--- src/rtl/pll_reset_seq_pkg.sv ---
// ---------------------------------------------------------------------------
// pll_rst_pkg
// Shared definitions for the PLL reset sequencer:
//   state_t       - FSM state encoding (WAIT_LOCK=0, STABLE=1, RUN=2, HOLD=3)
//   timer_width() - width of the shared STABLE/HOLD timer
// No ports (package).
// ---------------------------------------------------------------------------
package pll_rst_pkg;

    typedef enum logic [1:0] {
        ST_WAIT_LOCK = 2'd0,
        ST_STABLE    = 2'd1,
        ST_RUN       = 2'd2,
        ST_HOLD      = 2'd3
    } state_t;

    // One timer serves both the STABLE and HOLD windows, so it is sized for the
    // longer one. A single-cycle window still needs a one-bit timer.
    function automatic int timer_width(input int a_cycles, input int b_cycles);
        int v_max;
        v_max = (a_cycles > b_cycles) ? a_cycles : b_cycles;
        if (v_max <= 1) begin
            return 1;
        end else begin
            return $clog2(v_max);
        end
    endfunction

endpackage : pll_rst_pkg

--- src/rtl/pll_reset_seq_sync_ff.sv ---
// ---------------------------------------------------------------------------
// sync_ff
// Multi-stage flop synchronizer for a single asynchronous level signal.
// Ports:
//   i_clk    - destination clock
//   i_rst_n  - asynchronous active-low reset, clears every stage to 0
//   i_d      - asynchronous input
//   o_q      - synchronized output (last stage)
// ---------------------------------------------------------------------------
module sync_ff #(
    parameter int STAGES = 2
) (
    input  logic i_clk,
    input  logic i_rst_n,
    input  logic i_d,
    output logic o_q
);

    logic [STAGES-1:0] r_chain;

    // Shift the async input through the flop chain; only the last stage is used.
    always_ff @(posedge i_clk or negedge i_rst_n) begin
        if (!i_rst_n) begin
            r_chain <= '0;
        end else begin
            r_chain <= {r_chain[STAGES-2:0], i_d};
        end
    end

    assign o_q = r_chain[STAGES-1];

endmodule : sync_ff

--- src/rtl/pll_reset_seq.sv ---
// ---------------------------------------------------------------------------
// pll_reset_seq
// Per-clock-domain reset sequencer placed between a PLL output and the logic
// it clocks. The PLL lock flag is synchronized, downstream reset is released
// only after lock has been stable for STABLE_CYCLES, and it is reasserted for
// at least HOLD_CYCLES whenever lock is lost while running.
// Ports:
//   clk              - domain clock (PLL output)
//   rst_n            - asynchronous active-low reset
//   pll_locked       - PLL lock flag, asynchronous to clk
//   rst_out          - active-high reset to downstream logic
//   ready            - 1 while downstream logic runs (state RUN)
//   lock_loss_count  - saturating count of RUN -> lock-lost events
//   status_led       - health LED: steady in healthy RUN, blinking after a loss
// ---------------------------------------------------------------------------
module pll_reset_seq
    import pll_rst_pkg::*;
#(
    parameter int SYNC_STAGES   = 2,
    parameter int STABLE_CYCLES = 1024,
    parameter int HOLD_CYCLES   = 16,
    parameter int CNT_W         = 8,
    parameter int LED_DIV       = 24
) (
    input  logic             clk,
    input  logic             rst_n,
    input  logic             pll_locked,
    output logic             rst_out,
    output logic             ready,
    output logic [CNT_W-1:0] lock_loss_count,
    output logic             status_led
);

    localparam int TMR_W = timer_width(STABLE_CYCLES, HOLD_CYCLES);
    localparam logic [TMR_W-1:0] STABLE_LAST = TMR_W'(STABLE_CYCLES - 1);
    localparam logic [TMR_W-1:0] HOLD_LAST   = TMR_W'(HOLD_CYCLES - 1);

    logic               w_lock_s;

    state_t             r_state;
    logic [TMR_W-1:0]   r_timer;
    logic [CNT_W-1:0]   r_count;
    logic [LED_DIV-1:0] r_led_cnt;
    logic               r_rst_out;
    logic               r_ready;
    logic               r_status_led;

    state_t             w_state_next;
    logic [TMR_W-1:0]   w_timer_next;
    logic [CNT_W-1:0]   w_count_next;
    logic [LED_DIV-1:0] w_led_cnt_next;
    logic               w_led_next;

    sync_ff #(
        .STAGES (SYNC_STAGES)
    ) u_lock_sync (
        .i_clk   (clk),
        .i_rst_n (rst_n),
        .i_d     (pll_locked),
        .o_q     (w_lock_s)
    );

    // Next-state, timer and loss-counter decode for the sequencer FSM.
    always_comb begin
        w_state_next = r_state;
        w_timer_next = r_timer;
        w_count_next = r_count;
        case (r_state)
            ST_WAIT_LOCK: begin
                if (w_lock_s) begin
                    w_state_next = ST_STABLE;
                    w_timer_next = '0;
                end else begin
                    w_timer_next = '0;
                end
            end
            ST_STABLE: begin
                // A lock drop here is not counted: the domain never ran.
                if (!w_lock_s) begin
                    w_state_next = ST_WAIT_LOCK;
                    w_timer_next = '0;
                end else if (r_timer == STABLE_LAST) begin
                    w_state_next = ST_RUN;
                    w_timer_next = '0;
                end else begin
                    w_timer_next = r_timer + TMR_W'(1);
                end
            end
            ST_RUN: begin
                if (!w_lock_s) begin
                    w_state_next = ST_HOLD;
                    w_timer_next = '0;
                    w_count_next = (r_count == '1) ? r_count : (r_count + CNT_W'(1));
                end else begin
                    w_timer_next = '0;
                end
            end
            ST_HOLD: begin
                // Lock is deliberately ignored so a quick relock cannot shorten HOLD.
                if (r_timer == HOLD_LAST) begin
                    w_state_next = ST_WAIT_LOCK;
                    w_timer_next = '0;
                end else begin
                    w_timer_next = r_timer + TMR_W'(1);
                end
            end
            default: begin
                w_state_next = ST_WAIT_LOCK;
                w_timer_next = '0;
            end
        endcase
    end

    // LED decode from the next state so the LED moves on the same edge as the FSM.
    always_comb begin
        w_led_cnt_next = r_led_cnt + LED_DIV'(1);
        if (w_state_next != ST_RUN) begin
            w_led_next = 1'b0;
        end else if (w_count_next == '0) begin
            w_led_next = 1'b1;
        end else begin
            w_led_next = w_led_cnt_next[LED_DIV-1];
        end
    end

    // FSM state plus all registered outputs.
    always_ff @(posedge clk or negedge rst_n) begin
        if (!rst_n) begin
            r_state      <= ST_WAIT_LOCK;
            r_timer      <= '0;
            r_count      <= '0;
            r_led_cnt    <= '0;
            r_rst_out    <= 1'b1;
            r_ready      <= 1'b0;
            r_status_led <= 1'b0;
        end else begin
            r_state      <= w_state_next;
            r_timer      <= w_timer_next;
            r_count      <= w_count_next;
            r_led_cnt    <= w_led_cnt_next;
            r_rst_out    <= (w_state_next != ST_RUN);
            r_ready      <= (w_state_next == ST_RUN);
            r_status_led <= w_led_next;
        end
    end

    assign rst_out         = r_rst_out;
    assign ready           = r_ready;
    assign lock_loss_count = r_count;
    assign status_led      = r_status_led;

endmodule : pll_reset_seq
--- config.mk ---
export PLATFORM = sky130hd
export DESIGN_NAME = pll_reset_seq
export DESIGN_NICKNAME = d
export VERILOG_FILES = /design/src/rtl/pll_reset_seq_pkg.sv /design/src/rtl/pll_reset_seq_sync_ff.sv /design/src/rtl/pll_reset_seq.sv
export SDC_FILE = /design/constraint.sdc
export NUM_CORES = 1
export LEC_CHECK = 0
export CORE_AREA = 2 2 71 73
export DETAILED_ROUTE_END_ITERATION = 8
export DIE_AREA = 0 0 73 75
export DONT_BUFFER_PORTS = 1
export GPL_ROUTABILITY_DRIVEN = 0
export SYNTH_ARGS = -nofsm -noshare
export SYNTH_HDL_FRONTEND = slang
export SYNTH_HIERARCHICAL = 1
export SYNTH_SLANG_ARGS = --single-unit
--- constraint.sdc ---
create_clock -name clk -period 2.84 [get_ports clk]
set_input_delay 0.142 -clock clk [delete_from_list [all_inputs] [get_ports clk]]
set_output_delay 0.142 -clock clk [all_outputs]
set_load 0.02 [all_outputs]
==> flow_summary.yaml <==
job:
  max_cap_violations: 0
place:
  dp_hpwl_microns: 2710
  port_buffers: 0
  detailedPlace.worstSlack_ns: 0.521
synthesis:
  synth_adder_area_share_pct: 1.64
  syn-cell-area_sq_mm: 0.00228
  synth.area.mux_share_pct: 1.81
  synth.top_cells.by_count: "48 x dfrtp_1, 23 x xnor2_1, 20 x nor2_1"
  synthSimpleGateAreaFrac_pct: 22.9
  synth_flop_cell: "dfrtp_1"
  yosysSeqAreaShare_pct: 53.8
  synth-seq-cells: 49
  syn_area_per_cell_sq_um: 10.9
  synth_edf_count: 0
  synth_compound_area_share_pct: 4.55
  yosysWarnings: 6
  yosys.area.top_type_share_pct: 52.6
  synth_top_family_by_area: "simple AND/OR/NAND/NOR gates"
  synthCells: 210
  async_flop_share_pct: 100
  synth_top_cells_by_area: "dfrtp_1 53%, xnor2_1 8.8%, nand3_1 3.7%"
  synth_top_area_cell: "dfrtp_1"
  yosys.area_share.xor_xnor_pct: 12.3
  synthesis.nets: 216
  synth_most_common_cell: "dfrtp_1"
  synth.distinct_cells: 38
global_routing:
  grt_max_degree: 50
  grt_first_pass_wirelength_microns: 6450
  antenna_found_initial: 0
  grt_pass1_vias: 1507
  track_usage_pct: 15.5
  grt_overflow: 0
timing:
  slew_viol_final: 0
  max_freq_ghz: 0.426
  setup_viol: 0
  maxSlewHeadroom_pct: 59.7
  fin_ws_ns: 0.492
  rsz0062_at_grt: "false"
  finalCriticalPeriod_ns: 2.35
  hold_viol: 0
  fin_crit_sh_pct: 82.7
  tns_ns: 0
  worst_slew_pin_slew_ns: 0.600
  fin_skew_ns: 0.00967
die:
  pin_count: 14
  num_rows: 25
  core_sq_mm: 0.00466
  fp.dieArea_sq_mm: 0.00548
  die_y_microns: 75
  die_w_microns: 73
  start_util_pct: 49.0
power:
  vdd_ir_drop_max_mv: 0.204
  finalPower_mw: 1.19
  p_leak_nw: 1.13
  p_per_area_mw_per_mm2: 483
clock_tree:
  cts_root_buffer: "clkbuf_8"
  cts_tree: "done"
  cts_buffers: 5
  clock-sinks: 49
  htreeDepth: 2
  clkTransAtPathRegs_ns: 0.09
  worstSkewPairLatency_ns: 0.30
  cts_buffer_depth: 2
critical_path:
  worst_setup_path_end_kind: "flop"
  cp-start-kind: "flop"
  r2r-end: "status_led"
  crit_fanout: 11
  setup.worst_path.class: "reg -> reg"
  reg2reg_from: "r_state[1]"
  rrSetupSlack_ns: 0.49
  ff2ff_path_depth: 6
  required_ns: 3.07
  crit_arrival_ns: 2.58
route:
  vias: 1540
  first_iter_violations: 100
  routedWlPerCell_microns: 14.2
  post-route-drc-count: 0
  antenna_left: 0
  vias_per_cell: 5.70
  wl_microns: 3830
  first_pass_iters: 4
final_layout:
  area_delta_synth_final_pct: 7.62
  nets: 221
  diodes: 0
  drive_gt1_share_pct: 8.33
outcome:
  status: "complete, no violations"
min_path:
  hp-class: "in -> async"
[routing by layer]
metal,wire (microns),share of wire (%),track usage [%]
met1,1610,42,17.8
met2,1960,51,26.1
met3,173,4.5,4.69
met4,81,2.1,8.02
met5,0,0,0
[metrics by stage]
stage               hold slack (ns)  cells  util [%]  area [sq um]
floorplan                    -0.154    210         -          2280
global placement             -0.153    259      49.5          2310
detailed placement           -0.153    259      49.5          2310
CTS                           0.344    270      52.7          2460
global route                  0.365    270      52.7          2460
finish                        0.344    270      52.7          2460
[report_power, final]
| group | switching (mW) | internal, mW | total (mW) |
|---|---|---|---|
| sequential | 0.00730 | 0.703 | 0.710 |
| combinational | 0.0223 | 0.0111 | 0.0334 |
| clock | 0.222 | 0.220 | 0.442 |
[cells by family (layout without fill, tap and decap cells)]
kind of cell / Yosys count / after routing
compound gates: 19 / 19
simple gates: 92 / 92
buf+inv: 12 / 18
flops: 49 / 49
xor+xnor: 32 / 32
mux: 3 / 3
fa+ha+maj: 3 / 3
[registers in the layout, indices dropped and copies added, names as in the netlist]
register             cells
r_led_cnt               24
r_timer                 10
lock_loss_count          8
r_state                  2
u_lock_sync/r_chain      2
ready                    1
rst_out                  1
status_led               1
[how the worst max path moves through the flow]
stage                             from          to  slack [ns]
finish                      r_state[1]  status_led        0.49
global route                r_state[1]  status_led        0.34
CTS                         r_state[1]  status_led        0.50
detailed placement          r_state[1]  status_led        0.52
global placement    lock_loss_count[0]  status_led        0.59
floorplan           lock_loss_count[0]  status_led        0.67
[placed cells by master (no fill, tap or decap), drive strengths merged, types with 2 or more instances in the layout]
master       netlist  routed
a21oi             10      10
a31oi              2       2
and2               4       4
and3               9       9
and4               4       4
clkbuf             1       7
dfrtp             48      48
dlygate4sd3        0       2
ha                 3       3
inv                7       7
mux2               3       3
nand2             16      16
nand3             17      17
nand4              5       5
nor2              20      20
nor3               3       3
nor3b              3       3
nor4b              3       3
o21ai              5       5
xnor2             23      23
xor2               9       9
[critical path, stage by stage, from the launching register on]
cell and delay (ns):
dfrtp_1 0.47, nor3b_4 0.43, nand4_2 0.17, nor2_1 0.22
mux2_4 0.33, or4_1 0.52, a21oi_1 0.15
[layout make-up]
type,count,area (sq um)
Fill cell,398,2200
Clock buffer,7,96.3
Multi-Input combinational cell,149,986
Sequential cell,49,1230
Tap cell,54,67.6
Timing Repair Buffer,3,47.5
Clock inverter,1,5.00
Inverter,7,26.3
[timing repair]
| item | in CTS | in global routing |
|---|---|---|
| endpoints found under the hold margin | 50 | 0 |
| resized for setup | 0 | 0 |
| hold buffers | 3 | 0 |
| setup buffers | 0 | 0 |
Note: power is estimated with default switching activity, not from simulation.
